### src/rtl/comparator.sv
// Signed zero/sign comparator on a pre-formed difference.
module comparator #(
  parameter int unsigned WIDTH = 9
) (
  input  logic signed [WIDTH-1:0] dIn,
  output logic                    equal,
  output logic                    less
);

  // Difference is already overflow-free, so the sign bit alone gives "less".
  always_comb begin
    equal = (dIn == '0);
    less  = dIn[WIDTH-1];
  end

endmodule

### src/rtl/cmp_scheduler.sv
// Round-robin scheduler sharing one comparator among NREQ branch-resolution requesters.
module cmp_scheduler #(
  parameter int unsigned WIDTH = 8,
  parameter int unsigned NREQ  = 4,
  parameter int unsigned IDW   = 2
) (
  input  logic                    clk,
  input  logic                    rst_n,
  input  logic [NREQ-1:0]         reqValid,
  output logic [NREQ-1:0]         reqReady,
  input  logic [NREQ*WIDTH-1:0]   reqA,
  input  logic [NREQ*WIDTH-1:0]   reqB,
  input  logic [NREQ*3-1:0]       reqCond,
  output logic                    rspValid,
  input  logic                    rspReady,
  output logic [IDW-1:0]          rspId,
  output logic                    rspTaken,
  output logic                    rspEqual,
  output logic                    rspLess
);

  typedef enum logic [1:0] {StIdle, StCmp, StHold} state_e;

  state_e                 state_q, state_d;
  logic [IDW-1:0]         ptr_q, ptr_d;
  logic [IDW-1:0]         grant;
  logic                   any_valid;
  logic                   accept;
  int unsigned            idx;

  logic [WIDTH-1:0]       sel_a, sel_b;
  logic signed [WIDTH:0]  a_ext, b_ext;
  logic signed [WIDTH:0]  diff_q;
  logic [2:0]             cond_q;
  logic [IDW-1:0]         id_q;
  logic                   cmp_equal, cmp_less;
  logic                   taken;

  // Round-robin search from ptr; walking offsets high-to-low lets the lowest offset win.
  always_comb begin
    grant     = '0;
    any_valid = 1'b0;
    idx       = 0;
    for (int unsigned i = 0; i < NREQ; i++) begin
      idx = (32'(ptr_q) + NREQ - 1 - i) % NREQ;
      if (reqValid[idx]) begin
        grant     = IDW'(idx);
        any_valid = 1'b1;
      end
    end
  end

  assign accept = (state_q == StIdle) && any_valid;

  // Operand selection and widened subtraction for the granted requester.
  always_comb begin
    sel_a = reqA[grant*WIDTH +: WIDTH];
    sel_b = reqB[grant*WIDTH +: WIDTH];
    a_ext = {sel_a[WIDTH-1], sel_a};
    b_ext = {sel_b[WIDTH-1], sel_b};
  end

  comparator #(
    .WIDTH (WIDTH + 1)
  ) u_comparator (
    .dIn   (diff_q),
    .equal (cmp_equal),
    .less  (cmp_less)
  );

  // Condition-code decode against the live comparator outputs.
  always_comb begin
    unique case (cond_q)
      3'b000:  taken = cmp_equal;
      3'b001:  taken = !cmp_equal;
      3'b010:  taken = cmp_less;
      3'b011:  taken = !cmp_less;
      3'b100:  taken = !cmp_less && !cmp_equal;
      3'b101:  taken = cmp_less || cmp_equal;
      3'b110:  taken = 1'b1;
      default: taken = 1'b0;
    endcase
  end

  // State and round-robin pointer registers.
  always_ff @(posedge clk) begin
    if (!rst_n) begin
      state_q <= StIdle;
      ptr_q   <= '0;
    end else begin
      state_q <= state_d;
      ptr_q   <= ptr_d;
    end
  end

  // Next-state and pointer update.
  always_comb begin
    state_d = state_q;
    ptr_d   = ptr_q;
    unique case (state_q)
      StIdle: begin
        if (any_valid) begin
          state_d = StCmp;
          ptr_d   = (32'(grant) == NREQ - 1) ? '0 : grant + 1'b1;
        end
      end
      StCmp:   state_d = StHold;
      StHold:  if (rspReady) state_d = StIdle;
      default: state_d = StIdle;
    endcase
  end

  // Handshake outputs; reqReady depends only on state, ptr and reqValid.
  always_comb begin
    reqReady = '0;
    rspValid = (state_q == StHold);
    if (accept) reqReady[grant] = 1'b1;
  end

  // Request capture on accept, response capture at the end of the compare cycle.
  always_ff @(posedge clk) begin
    if (!rst_n) begin
      diff_q   <= '0;
      cond_q   <= '0;
      id_q     <= '0;
      rspId    <= '0;
      rspTaken <= 1'b0;
      rspEqual <= 1'b0;
      rspLess  <= 1'b0;
    end else begin
      if (accept) begin
        diff_q <= a_ext - b_ext;
        cond_q <= reqCond[grant*3 +: 3];
        id_q   <= grant;
      end
      if (state_q == StCmp) begin
        rspId    <= id_q;
        rspTaken <= taken;
        rspEqual <= cmp_equal;
        rspLess  <= cmp_less;
      end
    end
  end

endmodule

### config.mk
export PLATFORM = sky130hd
export DESIGN_NAME = cmp_scheduler
export DESIGN_NICKNAME = d
export VERILOG_FILES = /design/src/rtl/comparator.sv /design/src/rtl/cmp_scheduler.sv
export SDC_FILE = /design/constraint.sdc
export NUM_CORES = 1
export LEC_CHECK = 0
export ABC_AREA = 1
export CORE_UTILIZATION = 43
export CTS_BUF_LIST = sky130_fd_sc_hd__clkbuf_8 sky130_fd_sc_hd__clkbuf_16
export CTS_CLUSTER_SIZE = 8
export DETAILED_ROUTE_END_ITERATION = 12
export GPL_TIMING_DRIVEN = 0
export PLACE_DENSITY = 0.82
export SYNTH_ARGS = -nofsm -noshare
export SYNTH_HDL_FRONTEND = slang
export SYNTH_SLANG_ARGS = --single-unit
### constraint.sdc
create_clock -name clk -period 4.2 [get_ports clk]
set_clock_uncertainty 0.15 [all_clocks]
set_input_delay 0.84 -clock clk [delete_from_list [all_inputs] [get_ports clk]]
set_output_delay 0.84 -clock clk [all_outputs]
set_load 0.01 [all_outputs]
---- Yosys cells after proc, flatten, opt, wreduce, memory -nomap -nowiden ----
Cells that the tools add are included.
word-level totals
  output and inout port bits .............. 10
  register bits ........................... 23
  word-level logic and storage cells ...... 72
  input port bits ......................... 83
operators by class
  mux-type cells .......................... 24
  $add $sub $neg .......................... 7
  equal/unequal tests ..................... 11
  order comparisons ....................... 6
  multiply operators ...................... 1
  shift-type cells ........................ 3
  reductions and logical operators ........ 11
operators with widths
  operator               count
  $shiftx A32 B6 Y8      2
  $lt A2 B3 Y1 const B   5
  $mux W2                7
  $shiftx A12 B5 Y3      1
  $eq A3 B3 Y1 const B   3
  $logic_not A9 Y1       1
  $mux W1                9
  $sub A8 B8 Y9          1
  $bmux W1 S2            4
  $pmux W1 S7            1
  $eq A3 B2 Y1 const B   2
  $pmux W2 S3            1
  $sub A2 B1 Y2 const B  3
  $add A2 B1 Y2 const B  2
  $eq A2 B2 Y1 const B   2
  $mul A2 B2 Y4 const B  1
  $mux W4                1
  $reduce_and A2 Y1      2
  $eq A3 B1 Y1 const B   1
  $logic_and A1 B1 Y1    3
  $logic_not A3 Y1       1
  $demux W1 S2           1
  $eq A2 B1 Y1 const B   1
  $ge A2 B1 Y1 const B   1
  6 further kinds        7

---- Depth between registers and ports, before layout ----
Gate-level depths: netlist (run 1).
  depth after elaboration ................. 13
  gate-level depth with buffers ........... 26
  depth with buffers taken out ............ 24

---- Hierarchy ----
Synthesis (run 1) repeated with hierarchy kept, for this count alone.
unflattened totals
  cells, all modules ...................... 367
  area, all modules ....................... 2232.1 µm²
modules (own cells, without submodules)
  module         cells each  instances  area an instance (µm²)
  cmp_scheduler  358         1          2193.4
  comparator     9           1          38.8

---- Worst setup path before layout (run 1) ----
OpenSTA, ideal clock, no wires.
  path kind ............................... input -> register
  start point ............................. input reqValid[1]
  end point ............................... register diff_q[6]
  path buffers ............................ 2
  data required time ...................... 3930 ps
  arrival time ............................ 3124 ps
  slack ................................... 806 ps
  stages .................................. 23
  library setup time ...................... 120 ps
  cells stage by stage .................... inv_1 -> nand2_1 -> and2_1 -> nor2_2 -> inv_1 -> nand2_1 -> nand2_2 -> nand2_4 -> inv_2 -> buf_6 -> buf_6 -> nand2_1 -> nand3_1 -> nand2_1 -> ha_1 -> inv_1 -> fa_1 -> nand3_1 -> nand3_1 -> a21oi_1 -> o21bai_1 -> xnor2_1 -> a21oi_1
between the ends
  word-level cells in the longest chain between the ends .. 8
  elaborated cells between the ends (all ways) .. 20
RTL lines
  what                                  line                                      source
  from (decl)                           cmp_scheduler.sv:9                        input logic [NREQ-1:0] reqValid,
  $bmux W1 S2                           cmp_scheduler.sv:46                       if (reqValid[idx]) begin
  $mux W1 (not written as such)         cmp_scheduler.sv:46
  $mux W2 (3 in series)                 cmp_scheduler.sv:46
  $mux W2 (*)                           cmp_scheduler.sv:46
  net grant[0]                          cmp_scheduler.sv:26                       logic [IDW-1:0] grant;
  $shiftx A32 B6 Y8 (on tied branches)  cmp_scheduler.sv:57, cmp_scheduler.sv:58
  $sub A8 B8 Y9 (*)                     cmp_scheduler.sv:132                      diff_q <= a_ext - b_ext;
  to (signal assigned)                  cmp_scheduler.sv:132
  to (decl)                             cmp_scheduler.sv:33                       logic signed [WIDTH:0] diff_q;
Mark *: on every way through the listed nets, which the timed path passes. The rest lies on a longest branch. The select of a mux whose other input is x is not followed.
A chain may end at the register's enable or synchronous reset.

---- Worst setup path after layout (run 1) ----
  start point ............................. input reqValid[0]
  end point ............................... output reqReady[0]
between the ends
  word-level cells in the longest chain between the ends .. 11
  elaborated cells between the ends (all ways) .. 23
RTL lines
  what                                                                line                  source
  $bmux W1 S2                                                         cmp_scheduler.sv:46
  $mux W1 (not written as such)                                       cmp_scheduler.sv:46
  $mux W2 (4 in series)                                               cmp_scheduler.sv:46
  $lt A2 B3 Y1 (not written as such) or $ge A2 B1 Y1 (tied branches)  cmp_scheduler.sv:117  if (accept) reqReady[grant] = 1'b1;
  $logic_and A1 B1 Y1 (not written as such)                           cmp_scheduler.sv:117
  $mux W1 (not written as such)                                       cmp_scheduler.sv:117
  $demux W1 S2                                                        cmp_scheduler.sv:117
  $mux W4 (*)                                                         cmp_scheduler.sv:117
  to (decl)                                                           cmp_scheduler.sv:10   output logic [NREQ-1:0] reqReady,
Every way passes the cells marked *; elsewhere a longest branch is shown, timed or not. The select of a mux whose other input is x is not followed.

==> summary.txt, run 1 <==
Die
  – Row count: 25
  – Initial core utilization: 44.6%
  – DIE HEIGHT: slightly above 70 um
  – Area inside the core boundary: 4720 um2
  – # IOs: 93
  – Die width: ~72 um
  – DIE AREA: around 5200 um2

Clocking
  – Number of buffers added by the clock tree synthesis step: 3
  – CTS H-Tree Depth: 1
  – Count of buffers added by post-CTS timing repair for setup: 0
  – Total clock sinks: 23
  – Bufs on Longest Clock Path: 2
  – Insertion delay of the later-clocked pin in the worst-skew pair: 260 ps
  – Root Buffer: sky130_fd_sc_hd__clkbuf_8
  – Clock tree from TritonCTS: yes
  – Number of gates resized after cts: 1
  – CTS clock-pin slew for the worst setup and hold paths: 80 ps
  – CTS Hold Bufs: 0

Place
  – Post-place setup slack: -107 ps
  – Routability-driven placement congestion ratio: 0.930
  – Number of placed instances with taps included: between 500 and 600
  – Cell area after placement: 3110 um2
  – DPL Wire Length: around 5.0 mm
  – Port bufs: 92

Worst setup path
  – Crit path capture type: output port
  – Cell type of the slowest stage on the worst timing path: sky130_fd_sc_hd__clkdlybuf4s50_1
  – Critical Path Fanout Max: 18
  – Family of cells with the greatest summed delay on the critical path: buffers and inverters
  – Classification of the worst setup path: input pin to output port
  – Critical path data required time: 3210 ps
  – Crit path largest cell delay: between 500 and 600 ps
  – Number of buffer and inverter stages on the critical path: 5
  – Most common cell on crit path: sky130_fd_sc_hd__nand2_1
  – Worst path cell trace: clkdlybuf4s50_1 -> inv_1 -> nand2_1 -> and2_1 -> nand2_1 -> nand2_1 -> a31oi_4 -> inv_2 -> ha_1 -> inv_1 -> nor2_1 -> clkdlybuf4s50_1
  – Worst setup SP type: input pin
  – Critical path arrival: 3150 ps

STA
  – Least-Margin Pin Slew: between 400 and 500 ps
  – Ratio of final minimum period to clock period: 98.6%
  – Slack of the critical path: 59.5 ps
  – Worst slew margin relative to its limit: about 69%
  – Final number of setup-violating endpoints: 0
  – Final Hold Viols: 0
  – Maximum clock frequency: 242 MHz
  – Shortest period the worst path allows: between 4000 and 5000 ps
  – Setup repair after global routing missed its margin: yes
  – Max-slew violations: 0

Synth
  – Largest family of logic cells by synthesized area: simple AND/OR/NAND/NOR gates
  – Part of the Yosys area used for sequential elements: 21.9%
  – Post-synthesis cell area: roughly 2100 um2
  – Warnings, synthesis: 0
  – Simple-gate area share of the yosys netlist: 37.1%
  – Proportion of synthesized area in mux cells: 0%
  – FF+latch count, synth: 23
  – Number of instances in the synthesized netlist: 362
  – Share of synthesized flip-flops with an asynchronous set or reset: 0%
  – Post-synth top area cell: sky130_fd_sc_hd__dfxtp_1
  – Compound-gate portion of the synthesized area: approximately 16%
  – Commonest cells in the netlist: sky130_fd_sc_hd__nand2_1 (96), sky130_fd_sc_hd__inv_1 (48), sky130_fd_sc_hd__nor2_1 (44)
  – Mapped Avg Cell Area: a little under 6 um2
  – Synth Net Count: 458
  – Proportion of netlist area held by the largest area contributor: 21.9%
  – Dominant cell by count in the synthesized netlist: sky130_fd_sc_hd__nand2_1
  – Post-synthesis cell type count: 32
  – Synthesized-area fraction occupied by adder cells: 8.08%
  – Post-synth top flop: sky130_fd_sc_hd__dfxtp_1
  – Share of the synthesized netlist area taken by xor and xnor gates: 2.91%
  – Biggest area contributors in the synthesized netlist: sky130_fd_sc_hd__dfxtp_1 (22%), sky130_fd_sc_hd__nand2_1 (17%), sky130_fd_sc_hd__nand3_1 (9.5%)
  – EDFF count, synth: 0

Outcome
  – Run status: complete, but fails checks
  – Failing checks: design-rule violations

Final layout
  – Final cell area excluding filler cells: 3210 um2
  – Synthesis-to-layout area growth: 52.2%
  – Antenna Diode Count: 0
  – Filler cells: around 440
  – Total number of nets in the final design: 554
  – Layout cells sized above 1: 6.56%
  – Sequential cell area: 460 um2
  – Number of standard cells in the final layout excluding fillers: 524
  – Area of combinational cells with multiple inputs: 1400 um2

Detailed routing
  – Routed Wire Length: 6.10 mm
  – DR vias: 2521
  – Detail Route met3 WL: between 200 and 300 um
  – Number of nets with antenna violations after routing: 0
  – DRC Markers: 2
  – DR WL met2: 3.15 mm
  – Mean routed wirelength per cell: 11.6 um
  – DR vias/cell: 4.81
  – Detailed-routing iteration count for the pre-antenna-repair pass: 9
  – Iteration-0 DRC count of the detailed router: approximately 120
  – Highest Signal Layer: met4
  – Routed length on met1: between 2 and 3 mm

Worst hold path
  – Hold Path Class: register to register

Pwr
  – Power density relative to cell area: 872 nW/um2
  – Largest voltage drop on the vdd net: roughly 0.52 mV
  – Tot Pwr: roughly 2800 uW
  – Leakage power total: 0.00159 uW

Job
  – Maxcap violations: 0

Global route
  – Number of global-route vias before repair: 2462
  – Overflow after GRT: 0
  – Number of antenna violations at the first check in global routing: 0
  – Total routing resource utilization after global routing: 24.5%
  – Global-route wire length before repair: ~10 mm
  – Largest net degree at the start of global routing: 19
[metrics by stage]
step	util (%)	TNS (ps)	hold slack (ps)
2_1_floorplan	-	0	279
3_3_place_gp	65.9	-60.0	289
3_5_place_dp	65.9	-300	301
4_1_cts	66.7	-144	314
5_1_grt	67.9	-96.1	336
6_report	67.9	0	310
[layout by cell type, fill, tap and decap left out, drive strengths merged]
cell / instances
nand2: 98
clkdlybuf4s50: 89
inv: 52
nor2: 45
nand3: 41
o21ai: 33
dfxtp: 23
a21oi: 19
ha: 12
buf: 11
xor2: 6
clkbuf: 6
o22ai: 4
nor3: 2
a21o: 2
dlymetal6s2s: 2
a31oi: 2
clkinv: 2
and2: 1
o211ai: 1
a22oi: 1
o21bai: 1
nand4: 1
xnor2: 1
fa: 1
dlygate4sd2: 1
[sequential cells by signal, summed over array words and instances, names as in the netlist]
register	count
cond_q	3
diff_q	9
id_q	2
ptr_q	2
rspEqual	1
rspId	2
rspLess	1
rspTaken	1
state_q	2
[power breakdown]
group / leakage, uW / internal, uW / switching [uW]
Combinational: 0.00137 / 934 / 1390
Sequential: 0.000191 / 305 / 35.4
Clock: 0.0000255 / 66.1 / 69.9
[final cells by class]
cell class / instances / area share (%)
Multi-Input combinational cell: 271 / 43.7
Timing Repair Buffer: 92 / 28.8
Sequential cell: 23 / 14.4
Inverter: 53 / 6.28
Buffer: 14 / 2.73
Tap cell: 67 / 2.61
Clock buffer: 3 / 1.29
Clock inverter: 1 / 0.156
[per-layer routing]
| metal | track usage, % | vias to the layer above |
|---|---|---|
| met5 | 0 | - |
| met2 | 48.8 | 82 |
| li1 | - | 1339 |
| met1 | 26.5 | 1086 |
| met4 | 8.50 | 0 |
| met3 | 2.64 | 14 |
[path summary, 6_finish.rpt]
path / start / to / slack (ps) / depth (start not counted)
min: diff_q[4] / diff_q[4] / 310 / 2
max: reqValid[0] / reqReady[0] / 60 / 12
max reg2reg: ptr_q[0] / diff_q[6] / 820 / 25
min reg2reg: diff_q[4] / diff_q[4] / 310 / 2
[cell families after synthesis]
family,Yosys count
xor gates and xnor gates,7
AOI/OAI and AO/OA,63
DFF,23
buffers and inverters,68
and+or+nand+nor,188
adders and majority gates,13
[worst register-to-register path, stage by stage (launching register included)]
cell                       delay, ps
sky130_fd_sc_hd__dfxtp_1         310
sky130_fd_sc_hd__buf_6           130
sky130_fd_sc_hd__inv_4           100
sky130_fd_sc_hd__nand2_1          70
sky130_fd_sc_hd__nand2_1         140
sky130_fd_sc_hd__inv_2            50
sky130_fd_sc_hd__nor2_2          110
sky130_fd_sc_hd__inv_1            90
sky130_fd_sc_hd__nand2_2         100
sky130_fd_sc_hd__nand2_4          90
sky130_fd_sc_hd__nand2_8         100
sky130_fd_sc_hd__inv_2            50
sky130_fd_sc_hd__buf_6           130
sky130_fd_sc_hd__buf_6           140
sky130_fd_sc_hd__nand2_1          60
sky130_fd_sc_hd__nand3_1          70
sky130_fd_sc_hd__nand2_1          90
sky130_fd_sc_hd__ha_1            150
sky130_fd_sc_hd__inv_1            70
sky130_fd_sc_hd__fa_1            400
sky130_fd_sc_hd__nand3_1         100
sky130_fd_sc_hd__nand3_1         120
sky130_fd_sc_hd__a21oi_2         140
sky130_fd_sc_hd__o21bai_1        100
sky130_fd_sc_hd__xnor2_1         160
sky130_fd_sc_hd__a21oi_1          80
No activity file was read; power rests on OpenSTA's default activity.
==> run 2, diff against run 1 <==
--- a/config.mk
+++ b/config.mk
@@ -6,12 +6,13 @@
 export NUM_CORES = 1
 export LEC_CHECK = 0
 export ABC_AREA = 1
-export CORE_UTILIZATION = 43
+export CORE_UTILIZATION = 40
 export CTS_BUF_LIST = sky130_fd_sc_hd__clkbuf_8 sky130_fd_sc_hd__clkbuf_16
 export CTS_CLUSTER_SIZE = 8
 export DETAILED_ROUTE_END_ITERATION = 12
+export GPL_ROUTABILITY_DRIVEN = 0
 export GPL_TIMING_DRIVEN = 0
-export PLACE_DENSITY = 0.82
+export PLACE_DENSITY = 0.77
 export SYNTH_ARGS = -nofsm -noshare
 export SYNTH_HDL_FRONTEND = slang
 export SYNTH_SLANG_ARGS = --single-unit
==> summary.txt, run 2 (synthesis gave the netlist of run 1 again) <==
Die
  – Initial core utilization: 41.5% (-3.1 points)
  – # IOs: 93 (unchanged)
  – DIE AREA: 5560 um2 (+7.3%)
  – Die width: 74.6 um (+3.6%)
  – Row count: 26 (+4.0%)
  – Area inside the core boundary: 5070 um2 (+7.4%)
  – DIE HEIGHT: 74.6 um (+3.6%)

Global route
  – Total routing resource utilization after global routing: 22.4% (-2.1 points)
  – Global-route wire length before repair: 9.66 mm (-4.9%)
  – Overflow after GRT: 0 (unchanged)
  – Number of antenna violations at the first check in global routing: 0 (unchanged)
  – Largest net degree at the start of global routing: 19 (unchanged)
  – Number of global-route vias before repair: 2282 (-7.3%)

STA
  – Max-slew violations: 0 (unchanged)
  – Worst hold slack: 309 ps (-0.516 ps)
  – Maximum clock frequency: 249 MHz (+3.3%)
  – Shortest period the worst path allows: 4010 ps (-130 ps)
  – Setup repair after global routing missed its margin: no
  – Final Hold Viols: 0 (unchanged)
  – Least-Margin Pin Slew: 466 ps (+3.47 ps)
  – Final number of setup-violating endpoints: 0 (unchanged)
  – Ratio of final minimum period to clock period: 95.5% (-3.1 points)
  – Worst slew margin relative to its limit: 68.9% (-0.23 points)
  – Setup tns final: 0 ps (unchanged)

Clocking
  – Number of buffers added by the clock tree synthesis step: 3 (unchanged)
  – CTS H-Tree Depth: 1 (unchanged)
  – Insertion delay of the later-clocked pin in the worst-skew pair: 260 ps (about the same)
  – CTS clock-pin slew for the worst setup and hold paths: 80 ps (about the same)
  – Total clock sinks: 23 (unchanged)
  – Clock tree from TritonCTS: yes
  – Root Buffer: sky130_fd_sc_hd__clkbuf_8
  – Bufs on Longest Clock Path: 2 (unchanged)
  – Count of buffers added by post-CTS timing repair for setup: 0 (unchanged)

Worst setup path
  – Critical Path Fanout Max: 11 (-7)
  – Critical path data required time: 3210 ps (about the same)
  – Critical path arrival: 3020 ps (-130 ps)
  – Crit path capture type: output port
  – Classification of the worst setup path: input pin to output port
  – Worst setup SP type: input pin

Pwr
  – Power density relative to cell area: 857 nW/um2 (-1.7%)
  – Tot Pwr: 2730 uW (-2.4%)
  – Leakage power total: 0.00159 uW (+0.47%)
  – Largest voltage drop on the vdd net: 0.485 mV (-6.8%)

Final layout
  – Antenna Diode Count: 0 (unchanged)
  – Synthesis-to-layout area growth: 51.1%
  – Largest registers ranked by flip-flop count: diff_q x9, cond_q x3
  – Filler cells: 502 (+15%)
  – Total number of nets in the final design: 554 (unchanged)
  – Layout cells sized above 1: 5.25% (-1.3 points)
  – Most common library cell in the layout ignoring fill and taps: sky130_fd_sc_hd__nand2_1
  – Most frequent cells in the layout: sky130_fd_sc_hd__nand2_1 (96), sky130_fd_sc_hd__clkdlybuf4s50_1 (88), sky130_fd_sc_hd__inv_1 (48)
  – Most flops, register: diff_q
  – Flip-flop count of the largest register after layout: 9 (unchanged)

Detailed routing
  – DR vias: 2499 (-0.87%)
  – DRC Markers: 0 (-2)
  – DR vias/cell: 4.74 (-1.4%)
  – Mean routed wirelength per cell: 11.4 um (-1.7%)
  – Routed Wire Length: 6.03 mm (-1.1%)
  – Detailed-routing iteration count for the pre-antenna-repair pass: 4 (-5)
  – Number of nets with antenna violations after routing: 0 (unchanged)
  – Iteration-0 DRC count of the detailed router: 102 (-11%)

Worst hold path
  – Hold Path Class: register to register

Outcome
  – Run status: finished clean

Job
  – Maxcap violations: 0 (unchanged)

Place
  – DPL Wire Length: 4.99 mm (about the same)
  – Port bufs: 92 (unchanged)
run 2: final timing paths:
kind,from,to,slack (ps),cells after the start
worst min-delay path,diff_q[3],diff_q[3],310,2
worst max register to register,ptr_q[0],diff_q[6],850,24
worst min register to register,diff_q[3],diff_q[3],310,2
worst max-delay path,reqValid[2],reqReady[1],190,16
run 2: repair_timing:
| action | CTS | global route |
|---|---|---|
| endpoints found under the setup margin | 4 | 4 |
| hold buffers | 0 | 0 |
| pin swaps | 0 | 0 |
| resized for setup | 1 | 11 |
run 2: critical path: stages:
cell and delay [ps]:
sky130_fd_sc_hd__clkdlybuf4s50_1 490, sky130_fd_sc_hd__nand2_1 60, sky130_fd_sc_hd__nand2_1 90, sky130_fd_sc_hd__nand2_1 110, sky130_fd_sc_hd__nand2_1 120, sky130_fd_sc_hd__nand2_1 90
sky130_fd_sc_hd__nand2_1 80, sky130_fd_sc_hd__nand2_2 110, sky130_fd_sc_hd__nand2_4 140, sky130_fd_sc_hd__inv_2 50, sky130_fd_sc_hd__buf_6 130, sky130_fd_sc_hd__buf_6 140
sky130_fd_sc_hd__ha_1 190, sky130_fd_sc_hd__inv_1 50, sky130_fd_sc_hd__nor2_1 40, sky130_fd_sc_hd__dlygate4sd2_1 300
run 2: final cells by class:
type	instances	area [um2]	area share, %
clock buffers	3	41.3	1.30
inverters	53	204	6.41
repair buffers	92	927	29.1
well taps	70	87.6	2.75
plain buffers	14	93.8	2.95
flip-flops and latches	23	460	14.5
clock inverters	1	5.00	0.157
multi-input cells	271	1360	42.8
run 2: power breakdown:
| group | internal [uW] | switching, uW |
|---|---|---|
| Combinational | 917 | 1340 |
| Clock | 66.1 | 67.0 |
| Sequential | 305 | 36.5 |
| Total | 1290 | 1440 |
run 2: metal layers:
metal / GRT usage (%) / routed length, um / up-vias
li1: - / - / 1340
met1: 24.7 / 2460 / 1078
met2: 44.5 / 3150 / 77
met3: 4.34 / 356 / 4
met4: 3.14 / 55 / 0
met5: 0 / 0 / -
run 2: per-stage QoR:
step	worst slack (ps)	area, um2	util [%]	instances
3_5_place_dp	-70.8	3120	61.4	524
4_1_cts	-63.9	3160	62.2	527
2_1_floorplan	806	2110	-	362
6_report	190	3180	62.7	527
3_3_place_gp	-48.0	3120	61.4	524
5_1_grt	22.6	3180	62.7	527
==> run 3, diff against run 2 <==
--- a/config.mk
+++ b/config.mk
@@ -12,7 +12,7 @@
 export DETAILED_ROUTE_END_ITERATION = 12
 export GPL_ROUTABILITY_DRIVEN = 0
 export GPL_TIMING_DRIVEN = 0
-export PLACE_DENSITY = 0.77
+export PLACE_DENSITY = 0.74
 export SYNTH_ARGS = -nofsm -noshare
 export SYNTH_HDL_FRONTEND = slang
 export SYNTH_SLANG_ARGS = --single-unit
==> summary.txt, run 3 (synthesis gave the netlist of run 1 again) <==
Final layout
  – Most frequent cells in the layout: sky130_fd_sc_hd__nand2_1 (95), sky130_fd_sc_hd__clkdlybuf4s50_1 (90), sky130_fd_sc_hd__inv_1 (48)
  – Filler cells: 492 (-2.0%)
  – Synthesis-to-layout area growth: 51.8%
  – Most flops, register: diff_q
  – Final cell area excluding filler cells: 3200 um2 (+0.47%)
  – Area of combinational cells with multiple inputs: 1390 um2 (+2.0%)
  – Most common library cell in the layout ignoring fill and taps: sky130_fd_sc_hd__nand2_1
  – Number of standard cells in the final layout excluding fillers: 527 (unchanged)
  – Layout cells sized above 1: 5.91% (+0.66 points)
  – Flip-flop count of the largest register after layout: 9 (unchanged)
  – Largest registers ranked by flip-flop count: diff_q x9, cond_q x3
  – Antenna Diode Count: 0 (unchanged)
  – Total number of nets in the final design: 554 (unchanged)
  – Sequential cell area: 460 um2 (unchanged)

Global route
  – Global-route wire length before repair: 9.78 mm (+1.2%)
  – Number of antenna violations at the first check in global routing: 0 (unchanged)
  – Overflow after GRT: 0 (unchanged)
  – Total routing resource utilization after global routing: 22.9% (+0.44 points)
  – Largest net degree at the start of global routing: 20 (+1)
  – Number of global-route vias before repair: 2345 (+2.8%)

Worst setup path
  – Critical Path Fanout Max: 13 (+2)
  – Critical path arrival: 3050 ps (+30 ps)
  – Worst setup SP type: input pin
  – Crit path capture type: output port
  – Critical path data required time: 3210 ps (about the same)
  – Classification of the worst setup path: input pin to output port

Place
  – DPL Wire Length: 4.92 mm (-1.4%)
  – Cell area after placement: 3120 um2 (unchanged)
  – Number of placed instances with taps included: 524 (unchanged)
  – Port bufs: 92 (unchanged)

Clocking
  – Clock tree from TritonCTS: yes
  – Number of buffers added by the clock tree synthesis step: 3 (unchanged)
  – Insertion delay of the later-clocked pin in the worst-skew pair: 270 ps (about the same)
  – Root Buffer: sky130_fd_sc_hd__clkbuf_8
  – CTS Hold Bufs: 0 (unchanged)
  – Total clock sinks: 23 (unchanged)
  – CTS clock-pin slew for the worst setup and hold paths: 80 ps (about the same)
  – CTS H-Tree Depth: 1 (unchanged)
  – Bufs on Longest Clock Path: 2 (unchanged)

STA
  – Least-Margin Pin Slew: 485 ps (+18.4 ps)
  – Shortest period the worst path allows: 4040 ps (+30.0 ps)
  – Ratio of final minimum period to clock period: 96.2% (+0.71 points)
  – Setup tns final: 0 ps (unchanged)
  – Final number of setup-violating endpoints: 0 (unchanged)
  – Final Hold Viols: 0 (unchanged)
  – Maximum clock frequency: 248 MHz (-0.74%)
  – Setup repair after global routing missed its margin: no
  – Worst slew margin relative to its limit: 67.7% (-1.2 points)
  – Max-slew violations: 0 (unchanged)

Worst hold path
  – Hold Path Class: register to register

Detailed routing
  – Routed Wire Length: 5.98 mm (-0.85%)
  – Mean routed wirelength per cell: 11.3 um (-0.85%)
  – Number of nets with antenna violations after routing: 0 (unchanged)
  – DR vias: 2529 (+1.2%)
  – Iteration-0 DRC count of the detailed router: 101 (-0.98%)
  – DR vias/cell: 4.80 (+1.2%)
  – DRC Markers: 0 (unchanged)
  – Detailed-routing iteration count for the pre-antenna-repair pass: 4 (unchanged)

Die
  – DIE HEIGHT: 74.6 um (unchanged)
  – Area inside the core boundary: 5070 um2 (unchanged)
  – Initial core utilization: 41.5% (unchanged)
  – # IOs: 93 (unchanged)
  – Row count: 26 (unchanged)
  – Die width: 74.6 um (unchanged)
  – DIE AREA: 5560 um2 (unchanged)

Pwr
  – Power density relative to cell area: 863 nW/um2 (+0.70%)
  – Largest voltage drop on the vdd net: 0.441 mV (-9.0%)
  – Leakage power total: 0.00155 uW (-2.5%)
  – Tot Pwr: 2760 uW (+1.2%)

Job
  – Maxcap violations: 0 (unchanged)

Outcome
  – Run status: finished clean
-- run 3: worst paths after layout --
check                    from          end  slack, ps  cells past startpoint
hold / removal      diff_q[3]    diff_q[3]        310                      2
setup reg to reg     ptr_q[0]    diff_q[6]        800                     25
setup / recovery  reqValid[2]  reqReady[1]        160                     16
hold reg to reg     diff_q[3]    diff_q[3]        310                      2
-- run 3: final cells by class --
class	count	share of cell area [%]
buffer	13	2.70
clock buffer	3	1.29
clock inverter	1	0.156
inverter	53	6.38
multi-input combinational	271	43.5
sequential	23	14.4
tap	70	2.74
timing repair buffer	93	28.8
-- run 3: timing repair --
item                                   in CTS  in global routing
endpoints found under the hold margin       0                  0
setup buffers                               0                  1
resized for setup                           3                 12
setup endpoints to repair                   4                  6
pin swaps                                   0                  1
-- run 3: stage by stage --
stage | hold slack [ps] | utilization [%] | worst slack (ps)
6_report | 306 | 63.0 | 160
5_1_grt | 331 | 63.0 | 15.7
4_1_cts | 307 | 62.2 | 66.1
3_5_place_dp | 295 | 61.4 | -58.7
3_3_place_gp | 291 | 61.4 | -52.0
2_1_floorplan | 279 | - | 806
-- run 3: layer usage --
layer	global-route usage, %	routed length [um]	part of all wire (%)	vias to the layer above
li1	-	-	-	1347
met1	25.0	2540	42	1101
met2	44.2	3080	51	71
met3	3.39	224	3.7	10
met4	7.97	133	2.2	0
met5	0	0	0	-
-- run 3: report_power, final --
group          leakage [uW]  internal (uW)  total, uW  switching (uW)
Combinational       0.00134            928       2280            1350
Clock             0.0000255           66.4        139            72.5
Sequential         0.000191            305        340            35.4
Total               0.00155           1300       2760            1460
-- run 3: critical path: stages --
cell	delay [ps]
sky130_fd_sc_hd__clkdlybuf4s50_1	480
sky130_fd_sc_hd__nand2_1	60
sky130_fd_sc_hd__nand2_1	90
sky130_fd_sc_hd__nand2_1	120
sky130_fd_sc_hd__nand2_2	100
sky130_fd_sc_hd__nand2_1	110
sky130_fd_sc_hd__nand2_1	120
sky130_fd_sc_hd__nand2_4	100
sky130_fd_sc_hd__nand2_8	130
sky130_fd_sc_hd__inv_2	50
sky130_fd_sc_hd__buf_6	130
sky130_fd_sc_hd__buf_6	140
sky130_fd_sc_hd__ha_1	190
sky130_fd_sc_hd__inv_1	50
sky130_fd_sc_hd__nor2_1	40
sky130_fd_sc_hd__dlygate4sd2_1	300
